`src/rtl/cvxif_offload_ctrl_pkg.sv`:
```
// rtl/cvxif_offload_ctrl_pkg.sv - shared CV-X-IF offload types and configuration
package cvxif_offload_ctrl_pkg;

    localparam int CFG_XLEN           = 32;
    localparam int CFG_NR_OUTSTANDING = 4;
    localparam int ID_WIDTH           = $clog2(CFG_NR_OUTSTANDING);

    typedef logic [ID_WIDTH-1:0] id_t;

    typedef enum logic [1:0] {
        ST_IDLE   = 2'd0,
        ST_REQ    = 2'd1,
        ST_COMMIT = 2'd2
    } state_e;

    typedef struct packed {
        logic       valid;
        logic       wb;
        logic       killed;
        logic [4:0] rd;
    } entry_t;

endpackage

```
`src/rtl/cvxif_id_table.sv`:
```
// rtl/cvxif_id_table.sv - in-flight offload ID table with lowest-free encoder
module cvxif_id_table
    import cvxif_offload_ctrl_pkg::*;
#(
    parameter int NrOutstanding = CFG_NR_OUTSTANDING,
    parameter int IdWidth       = $clog2(NrOutstanding)
) (
    input  logic               clk,
    input  logic               rst,
    input  logic               alloc_en,
    input  logic [IdWidth-1:0] alloc_id,
    input  entry_t             alloc_entry,
    input  logic               kill_all,
    input  logic               free_en,
    input  logic [IdWidth-1:0] free_id,
    input  logic [IdWidth-1:0] lookup_id,
    output entry_t             lookup_entry,
    output logic [IdWidth-1:0] free_idx,
    output logic               full,
    output logic               any_valid
);

    entry_t entries [NrOutstanding];

    // Free and allocate never target the same slot: a freed slot was valid, an allocated one was not.
    always_ff @(posedge clk or posedge rst) begin
        if (rst) begin
            for (int i = 0; i < NrOutstanding; i++) begin
                entries[i] <= '0;
            end
        end else begin
            for (int i = 0; i < NrOutstanding; i++) begin
                if (free_en && free_id == IdWidth'(i)) begin
                    entries[i] <= '0;
                end else if (alloc_en && alloc_id == IdWidth'(i)) begin
                    entries[i] <= alloc_entry;
                end else if (kill_all && entries[i].valid) begin
                    entries[i].killed <= 1'b1;
                end
            end
        end
    end

    assign lookup_entry = entries[lookup_id];

    always_comb begin
        free_idx  = '0;
        full      = 1'b1;
        any_valid = 1'b0;
        for (int i = NrOutstanding - 1; i >= 0; i--) begin
            if (!entries[i].valid) begin
                free_idx = IdWidth'(i);
                full     = 1'b0;
            end
            any_valid = any_valid | entries[i].valid;
        end
    end

endmodule

```
`src/rtl/cvxif_offload_ctrl.sv`:
```
// rtl/cvxif_offload_ctrl.sv - sequences custom instructions onto the CV-X-IF coprocessor port
module cvxif_offload_ctrl
    import cvxif_offload_ctrl_pkg::*;
#(
    parameter int XLEN          = CFG_XLEN,
    parameter int NrOutstanding = CFG_NR_OUTSTANDING,
    parameter int IdWidth       = $clog2(NrOutstanding)
) (
    input  logic                clk_i,
    input  logic                rst_i,
    input  logic                flush_i,
    input  logic                issue_valid_i,
    output logic                issue_ready_o,
    input  logic [31:0]         issue_instr_i,
    input  logic [XLEN-1:0]     issue_rs1_i,
    input  logic [XLEN-1:0]     issue_rs2_i,
    input  logic [4:0]          issue_rd_i,
    output logic                accept_o,
    output logic                illegal_o,
    output logic                x_issue_valid_o,
    input  logic                x_issue_ready_i,
    output logic [31:0]         x_issue_instr_o,
    output logic [2*XLEN-1:0]   x_issue_rs_o,
    output logic [IdWidth-1:0]  x_issue_id_o,
    input  logic                x_issue_accept_i,
    input  logic                x_issue_writeback_i,
    output logic                x_commit_valid_o,
    output logic                x_commit_kill_o,
    output logic [IdWidth-1:0]  x_commit_id_o,
    input  logic                x_result_valid_i,
    output logic                x_result_ready_o,
    input  logic [IdWidth-1:0]  x_result_id_i,
    input  logic [XLEN-1:0]     x_result_data_i,
    input  logic [4:0]          x_result_rd_i,
    input  logic                x_result_we_i,
    output logic                wb_valid_o,
    input  logic                wb_ready_i,
    output logic [XLEN-1:0]     wb_data_o,
    output logic [4:0]          wb_rd_o,
    output logic                busy_o,
    output logic                err_o
);

    state_e             state_q, state_d;
    logic               active_q;
    logic [31:0]        instr_q;
    logic [XLEN-1:0]    rs1_q, rs2_q;
    logic [4:0]         rd_q;
    logic [IdWidth-1:0] id_q;
    logic               flushed_q;

    logic               issue_fire;
    logic               alloc_en;
    entry_t             alloc_entry;
    entry_t             res_entry;
    logic [IdWidth-1:0] free_idx;
    logic               full, any_valid;
    logic               route, free_en;
    logic               unused_rd;

    assign issue_fire = issue_valid_i && issue_ready_o;

    always_ff @(posedge clk_i or posedge rst_i) begin
        if (rst_i) begin
            state_q <= ST_IDLE;
        end else begin
            state_q <= state_d;
        end
    end

    always_comb begin
        state_d = state_q;
        case (state_q)
            ST_IDLE:   if (issue_fire) state_d = ST_REQ;
            ST_REQ:    if (x_issue_ready_i) state_d = x_issue_accept_i ? ST_COMMIT : ST_IDLE;
            ST_COMMIT: state_d = ST_IDLE;
            default:   state_d = ST_IDLE;
        endcase
    end

    // active_q holds the core-side ready low for the first cycle after reset release.
    always_comb begin
        issue_ready_o    = 1'b0;
        x_issue_valid_o  = 1'b0;
        accept_o         = 1'b0;
        illegal_o        = 1'b0;
        x_commit_valid_o = 1'b0;
        x_commit_kill_o  = 1'b0;
        alloc_en         = 1'b0;
        case (state_q)
            ST_IDLE: begin
                issue_ready_o = active_q && !full && !flush_i;
            end
            ST_REQ: begin
                x_issue_valid_o = 1'b1;
                if (x_issue_ready_i) begin
                    accept_o  = x_issue_accept_i;
                    illegal_o = !x_issue_accept_i;
                    alloc_en  = x_issue_accept_i;
                end
            end
            ST_COMMIT: begin
                x_commit_valid_o = 1'b1;
                x_commit_kill_o  = flushed_q || flush_i;
            end
            default: ;
        endcase
    end

    always_ff @(posedge clk_i or posedge rst_i) begin
        if (rst_i) begin
            active_q  <= 1'b0;
            instr_q   <= '0;
            rs1_q     <= '0;
            rs2_q     <= '0;
            rd_q      <= '0;
            id_q      <= '0;
            flushed_q <= 1'b0;
        end else begin
            active_q <= 1'b1;
            if (issue_fire) begin
                instr_q   <= issue_instr_i;
                rs1_q     <= issue_rs1_i;
                rs2_q     <= issue_rs2_i;
                rd_q      <= issue_rd_i;
                id_q      <= free_idx;
                flushed_q <= 1'b0;
            end else if (state_q == ST_REQ && flush_i) begin
                flushed_q <= 1'b1;
            end
        end
    end

    assign x_issue_instr_o = instr_q;
    assign x_issue_rs_o    = {rs2_q, rs1_q};
    assign x_issue_id_o    = id_q;
    assign x_commit_id_o   = id_q;

    // A request flushed while waiting for the coprocessor is allocated already killed.
    always_comb begin
        alloc_entry        = '0;
        alloc_entry.valid  = 1'b1;
        alloc_entry.wb     = x_issue_writeback_i;
        alloc_entry.killed = flushed_q || flush_i;
        alloc_entry.rd     = rd_q;
    end

    cvxif_id_table #(
        .NrOutstanding(NrOutstanding),
        .IdWidth      (IdWidth)
    ) u_id_table (
        .clk         (clk_i),
        .rst         (rst_i),
        .alloc_en    (alloc_en),
        .alloc_id    (id_q),
        .alloc_entry (alloc_entry),
        .kill_all    (flush_i),
        .free_en     (free_en),
        .free_id     (x_result_id_i),
        .lookup_id   (x_result_id_i),
        .lookup_entry(res_entry),
        .free_idx    (free_idx),
        .full        (full),
        .any_valid   (any_valid)
    );

    assign route            = res_entry.valid && !res_entry.killed && res_entry.wb && x_result_we_i;
    assign x_result_ready_o = active_q && (route ? wb_ready_i : 1'b1);
    assign wb_valid_o       = active_q && route && x_result_valid_i;
    assign err_o            = active_q && x_result_valid_i && !res_entry.valid;
    assign free_en          = x_result_valid_i && x_result_ready_o && res_entry.valid;
    assign wb_data_o        = x_result_data_i;
    assign wb_rd_o          = x_result_rd_i;
    assign busy_o           = any_valid || (state_q != ST_IDLE);

    // The stored rd is kept for debug visibility; writeback takes rd from the result.
    assign unused_rd = ^res_entry.rd;

endmodule

```
`config.mk`:
```
export PLATFORM = sky130hd
export DESIGN_NAME = cvxif_offload_ctrl
export DESIGN_NICKNAME = d
export VERILOG_FILES = /design/src/rtl/cvxif_offload_ctrl_pkg.sv /design/src/rtl/cvxif_id_table.sv /design/src/rtl/cvxif_offload_ctrl.sv
export SDC_FILE = /design/constraint.sdc
export NUM_CORES = 1
export LEC_CHECK = 0
export ABC_AREA = 1
export BUFFER_PORTS_ARGS = -buffer_cell sky130_fd_sc_hd__buf_4
export CORE_MARGIN = 3
export CORE_UTILIZATION = 28
export CTS_CLUSTER_DIAMETER = 30
export DETAILED_ROUTE_END_ITERATION = 6
export PLACE_DENSITY = 0.66
export SYNTH_ARGS = -nofsm -noshare
export SYNTH_HDL_FRONTEND = slang
export SYNTH_SLANG_ARGS = --single-unit
```
`constraint.sdc`:
```
create_clock -name clk_i -period 4.35 [get_ports clk_i]
set_input_delay 0.87 -clock clk_i [delete_from_list [all_inputs] [get_ports clk_i]]
set_output_delay 0.87 -clock clk_i [all_outputs]
set_load 0.01 [all_outputs]
```
# --- Word level (Yosys, flattened, before mapping) ---
# Cells that the tools add are included.
op_classes:
  reduce_logical: 47
  mux: 46
  n_lt_le_gt_ge: 1
  bitwise_logic: 4
  shifts: 0
  div_mod_pow: 0
  addsub: 0
  eq_ne: 10
  mul: 0
op_table:
  columns: ["operator", "count"]
  rows:
  - ["8-bit 2-to-1 mux", 6]
  - ["1-bit logical AND", 26]
  - ["1-bit 2-to-1 mux", 23]
  - ["2-bit 2-to-1 mux", 11]
  - ["5-bit 2-to-1 mux", 4]
  - ["8-bit binary-select mux with 2-bit select", 1]
  - ["2-bit nonzero test", 6]
  - ["3-bit nonzero test", 4]
  - ["2-bit equality test, second input constant", 5]
  - ["2-bit by 1-bit equality test with 1-bit output, second input constant", 3]
  - ["2-bit logical NOT", 3]
  - ["1-bit logical NOT", 5]
  - ["2-bit inequality test, second input constant", 2]
  - ["2-bit case mux with 2 select lines", 1]
  - ["3-bit >= comparator, second input constant", 1]
  - ["2-bit NOT with 3-bit output", 1]
  - ["1-bit bitwise OR", 3]
  - ["1-bit logical OR", 2]
  - ["2-bit AND reduction", 1]
totals:
  rom_bits: 0
  mem_bits_rw: 0
  input_bits: 150
  output_inout_bits: 147
  register_bits: 139
  latchBits: 0
  wordCells: 132
  n_memories: 0

# --- Depth between registers and ports, before layout ---
depth:
  ltp_word: 14
  mapped_depth: 10
  mapped_depth_nobuf: 9

# --- Cells and area by module ---
# From an unflattened synthesis, not the netlist that was laid out.
hier_totals:
  cells_unflattened: 764
  area_unflattened_um2: 6465.0
by_module_without_submodules:
  columns: ["mod", "area_per_inst_um2", "seq_area_each_um2", "cells_each", "instances"]
  rows:
  - ["cvxif_offload_ctrl", 4764.6, 2677.6, 539, 1]
  - ["cvxif_id_table", 1700.4, 800.8, 225, 1]

# --- Worst setup path before layout ---
# OpenSTA, ideal clock, no wires.
synth_path:
  path_kind: "input to output"
  start: "input port x_result_id_i[1]"
  end: "output port x_result_ready_o"
  n_path_buf: 1
  required_time_ns: 3.480
  t_arrival_ns: 1.638
  path_slack_ns: 1.842
  cell_stages: 9
  path_cell_list: "buf_6 nor2_8 nand2_1 nand2_2 nor2_2 nor2_2 nand3_2 nand2_1 inv_1"
synth_between:
  elab_chain_cells: 10
synth_rtl:
  columns: ["element", "line_no", "rtl"]
  rows:
  - ["from (decl)", "cvxif_offload_ctrl.sv:32", "input logic [IdWidth-1:0] x_result_id_i,"]
  - ["2-bit NOT with 3-bit output (implied by the code) (*)", "cvxif_id_table.sv:44", "assign lookup_entry = entries[lookup_id];"]
  - ["8-bit binary-select mux with 2-bit select (*)", "cvxif_id_table.sv:44", null]
  - ["8-bit 2-to-1 mux (implied by the code) (*) (2 in series)", "cvxif_id_table.sv:44", null]
  - ["1-bit logical NOT", "cvxif_offload_ctrl.sv:167", "assign route = res_entry.valid && !res_entry.killed && res_entry.wb && x_result_we_i;"]
  - ["1-bit logical AND", "cvxif_offload_ctrl.sv:167", null]
  - ["1-bit logical AND (*) (2 in series)", "cvxif_offload_ctrl.sv:167", null]
  - ["1-bit 2-to-1 mux (*)", "cvxif_offload_ctrl.sv:168", "assign x_result_ready_o = active_q && (route ? wb_ready_i : 1'b1);"]
  - ["1-bit logical AND (*)", "cvxif_offload_ctrl.sv:168", null]
  - ["to (decl)", "cvxif_offload_ctrl.sv:31", "output logic x_result_ready_o,"]
# Every way passes the cells marked *; elsewhere a longest branch is shown, timed or not. The select of a mux whose other input is x is not followed.

# --- Worst setup path after layout ---
# Ends and elaborated chain as after synthesis.

==> qor.csv <==
metric,value,unit
relative slew slack,30.4,%
# Post-CTS Setup Buffers,0,
Layout Nets,931,
Routed WL,13200,um
r2r startpoint,u_id_table.entries[7],
global-route wire length before repair,21800,um
IO Count,297,
PD cells,596,mW/mm^2
mapped cell area,0.00502,mm^2
post-route cell area,0.00712,mm^2
Syn Nets,753,
grt total ovfl,0,
Vias,4244,
Buf/Inv on CP,4,
PostCTS Resize Cnt,0,
Pre-antenna DRT Iters,4,
layout cells sized above 1,33.6,%
clk_lat worst skew,0.42,ns
RD Place Congestion,0.758,
detailed placer's ending HPWL,9100,um
clock sinks,114,
Int Power,0.00291,W
clock share of power,33.5,%
via density per instance,4.16,
Worst path slowest cell,buf_4,
sequential area share after synthesis,56.8,%
Util after Layout,40.9,%
Post-Syn Area per Cell,8.33,um^2
initial antenna violation count,1,
H-tree levels,4,
CP Launch Point,x_result_id_i[1],
post-synth cell types,23,
CP Data Arrival Time,1.86,ns
Setup Total Neg Slack,0,ns
ys flop type,dfrtp_1,
IO buf count,217,
Die X,140,um
worst min path class,register to register,
Filler cells,1783,
#FFs+latches synth,114,
largest net degree at the start of global routing,101,
post-synthesis cell count,603,
Synth area leader,dfrtp_1,
vias in the first global route,4332,
"Area growth, synth to finish",41.8,%
"reg-to-reg slack, setup",2.31,ns
WS Path Type,input port to output pin,
Comb power frac,28.5,%
crit path capture,x_result_ready_o,
RSZ-0062 raised after global routing,false,
setup violators final,0,
critical path's top delay family,simple AND/OR/NAND/NOR gates,
CP Launch Type,input port,
Peak VDD IR,0.000261,V
CTS Buffer Depth,2,
final setup margin,1.62,ns
Initial Utilization,28.8,%
Initial DRC Count,140,
max cap viols,0,
Num CTS Buffers,17,
post-synth top area share,56.8,%
endpoint kind of the worst setup timing path,output pin,
yosys warns,0,
final routed DRC violation total,0,
"CTS clk-pin slew, worst paths",0.05,ns
Final Hold Vio Count,0,
number of enable flip-flop cells after synthesis,0,
Synth top cells by count,"329 x nand2_1, 114 x dfrtp_1, 50 x buf_4",
clk root buf,clkbuf_16,
ant diodes,0,
fin crit share,62.9,%
Rows,48,
Sequential Power Share,38.0,%
cells along the critical path,"buf_4, inv_2, nor2_1, nand2_1, nand3_1, nor2_1, nand3_2, nand2_1, inv_1, buf_4",
CTS tree,yes,
DR WL/cell,12.9,um
die height,140,um
Leakage,4.02,nW
top area cells in the synthesized netlist,"dfrtp_1 57%, nand2_1 25%, buf_4 7.5%",
Post-DP Area,0.00651,mm^2
FF-to-FF path depth,5,
critical path peak fanout,9,
Worst-Margin Slew,1.04,ns
most common cell in the synthesized netlist,nand2_1,
Routed Antenna Nets,0,
"slowest stage delay, CP",0.16,ns
core area,0.0174,mm^2
die area,0.0196,mm^2
asr flop ratio synth,100,%
RR Endpoint,state_q[0],
Worst path depth,10,
Setup Skew,0.0172,ns
cts hold-fix bufs,0,
Pins Over Slew Limit,0,
P_sw,0.00133,W
maximum clock rate,366,MHz
required time worst endpoint,3.48,ns
Setup WS pre-CTS,1.61,ns
sw frac,31.3,%
gr usage total,13.9,%
outcome,finished clean,
min cycle time layout,2.73,ns
Worst Min Path Start,rs1_q[14],
how the worst min path moves through the flow:
stage	to	depth (start not counted)
after floorplan	flushed_q	2
after global placement	rs1_q[15]	2
after detailed placement	x_issue_instr_o[6]	2
after CTS	rs1_q[14]	2
after global routing	rs1_q[14]	2
final	rs1_q[14]	2
state kept, by name, indices dropped and copies added, names as in the netlist:
register and count:
active_q 1, flushed_q 1, u_id_table.entries 12, rs2_q 32, state_q 2, rs1_q 32
x_commit_id_o 2, x_issue_instr_o 32
power by group through the flow:
stage | registers [W] | clock network, W | logic [W]
after global routing | 0.00166 | 0.00152 | 0.00135
after floorplan | 0.00174 | 0 | 0.000461
after detailed placement | 0.00162 | 0 | 0.00123
after CTS | 0.00161 | 0.00147 | 0.00123
final | 0.00161 | 0.00142 | 0.00121
after global placement | 0.00161 | 0 | 0.00121
placed cells by master (no fill, tap or decap):
cell type	instances
a21oi_1	2
and2_4	1
buf_4	220
bufinv_16	3
clkbuf_16	17
clkinv_2	1
clkinv_4	4
clkinvlp_4	5
conb_1	1
dfrtp_1	114
inv_1	31
inv_2	3
inv_4	2
inv_6	2
nand2_1	329
nand2_2	1
nand2_4	1
nand3_1	19
nand3_2	2
nand4_1	1
nor2_1	11
nor2_2	3
nor2_4	1
nor2_8	1
nor3_1	3
o21ai_0	14
o21ai_1	2
cell families after synthesis:
| kind of cell | count (synthesis) | share of synthesized area, % |
|---|---|---|
| AO/OA/AOI/OAI | 18 | 1.79 |
| buffers and inverters | 97 | 11.7 |
| other | 1 | 0.0747 |
| flip-flops | 114 | 56.8 |
| AND/OR/NAND/NOR | 373 | 29.6 |
layout make-up:
type	instances	area, um^2	area share, %
Multi-Input combinational cell	392	1580	22.2
Clock inverter	15	185	2.60
Clock buffer	17	425	5.98
Sequential cell	114	2850	40.1
Tap cell	225	282	3.95
Inverter	36	140	1.97
Timing Repair Buffer	220	1650	23.2
stage by stage:
stage                     std cells  hold WS (ns)  power (W)
after detailed placement        987         0.466    0.00285
after floorplan                 603         0.465    0.00220
after global routing           1019         0.495    0.00453
after CTS                      1019         0.481    0.00432
after global placement          987         0.464    0.00283
final                          1019         0.477    0.00424
worst register-to-register path, stage by stage (launching register included):
cell and delay (ns):
dfrtp_1 0.45, nand4_1 0.12, and2_4 0.17, nand2_4 0.07, buf_4 0.72, o21ai_0 0.34
metal layers:
metal	share of wire (%)	GRT usage [%]	vias up
li1	-	-	2145
met1	43	17.5	1911
met2	45	20.8	160
met3	9.0	5.87	26
met4	2.1	6.68	2
met5	0.15	0	-
Note: power is estimated with default switching activity, not from simulation.
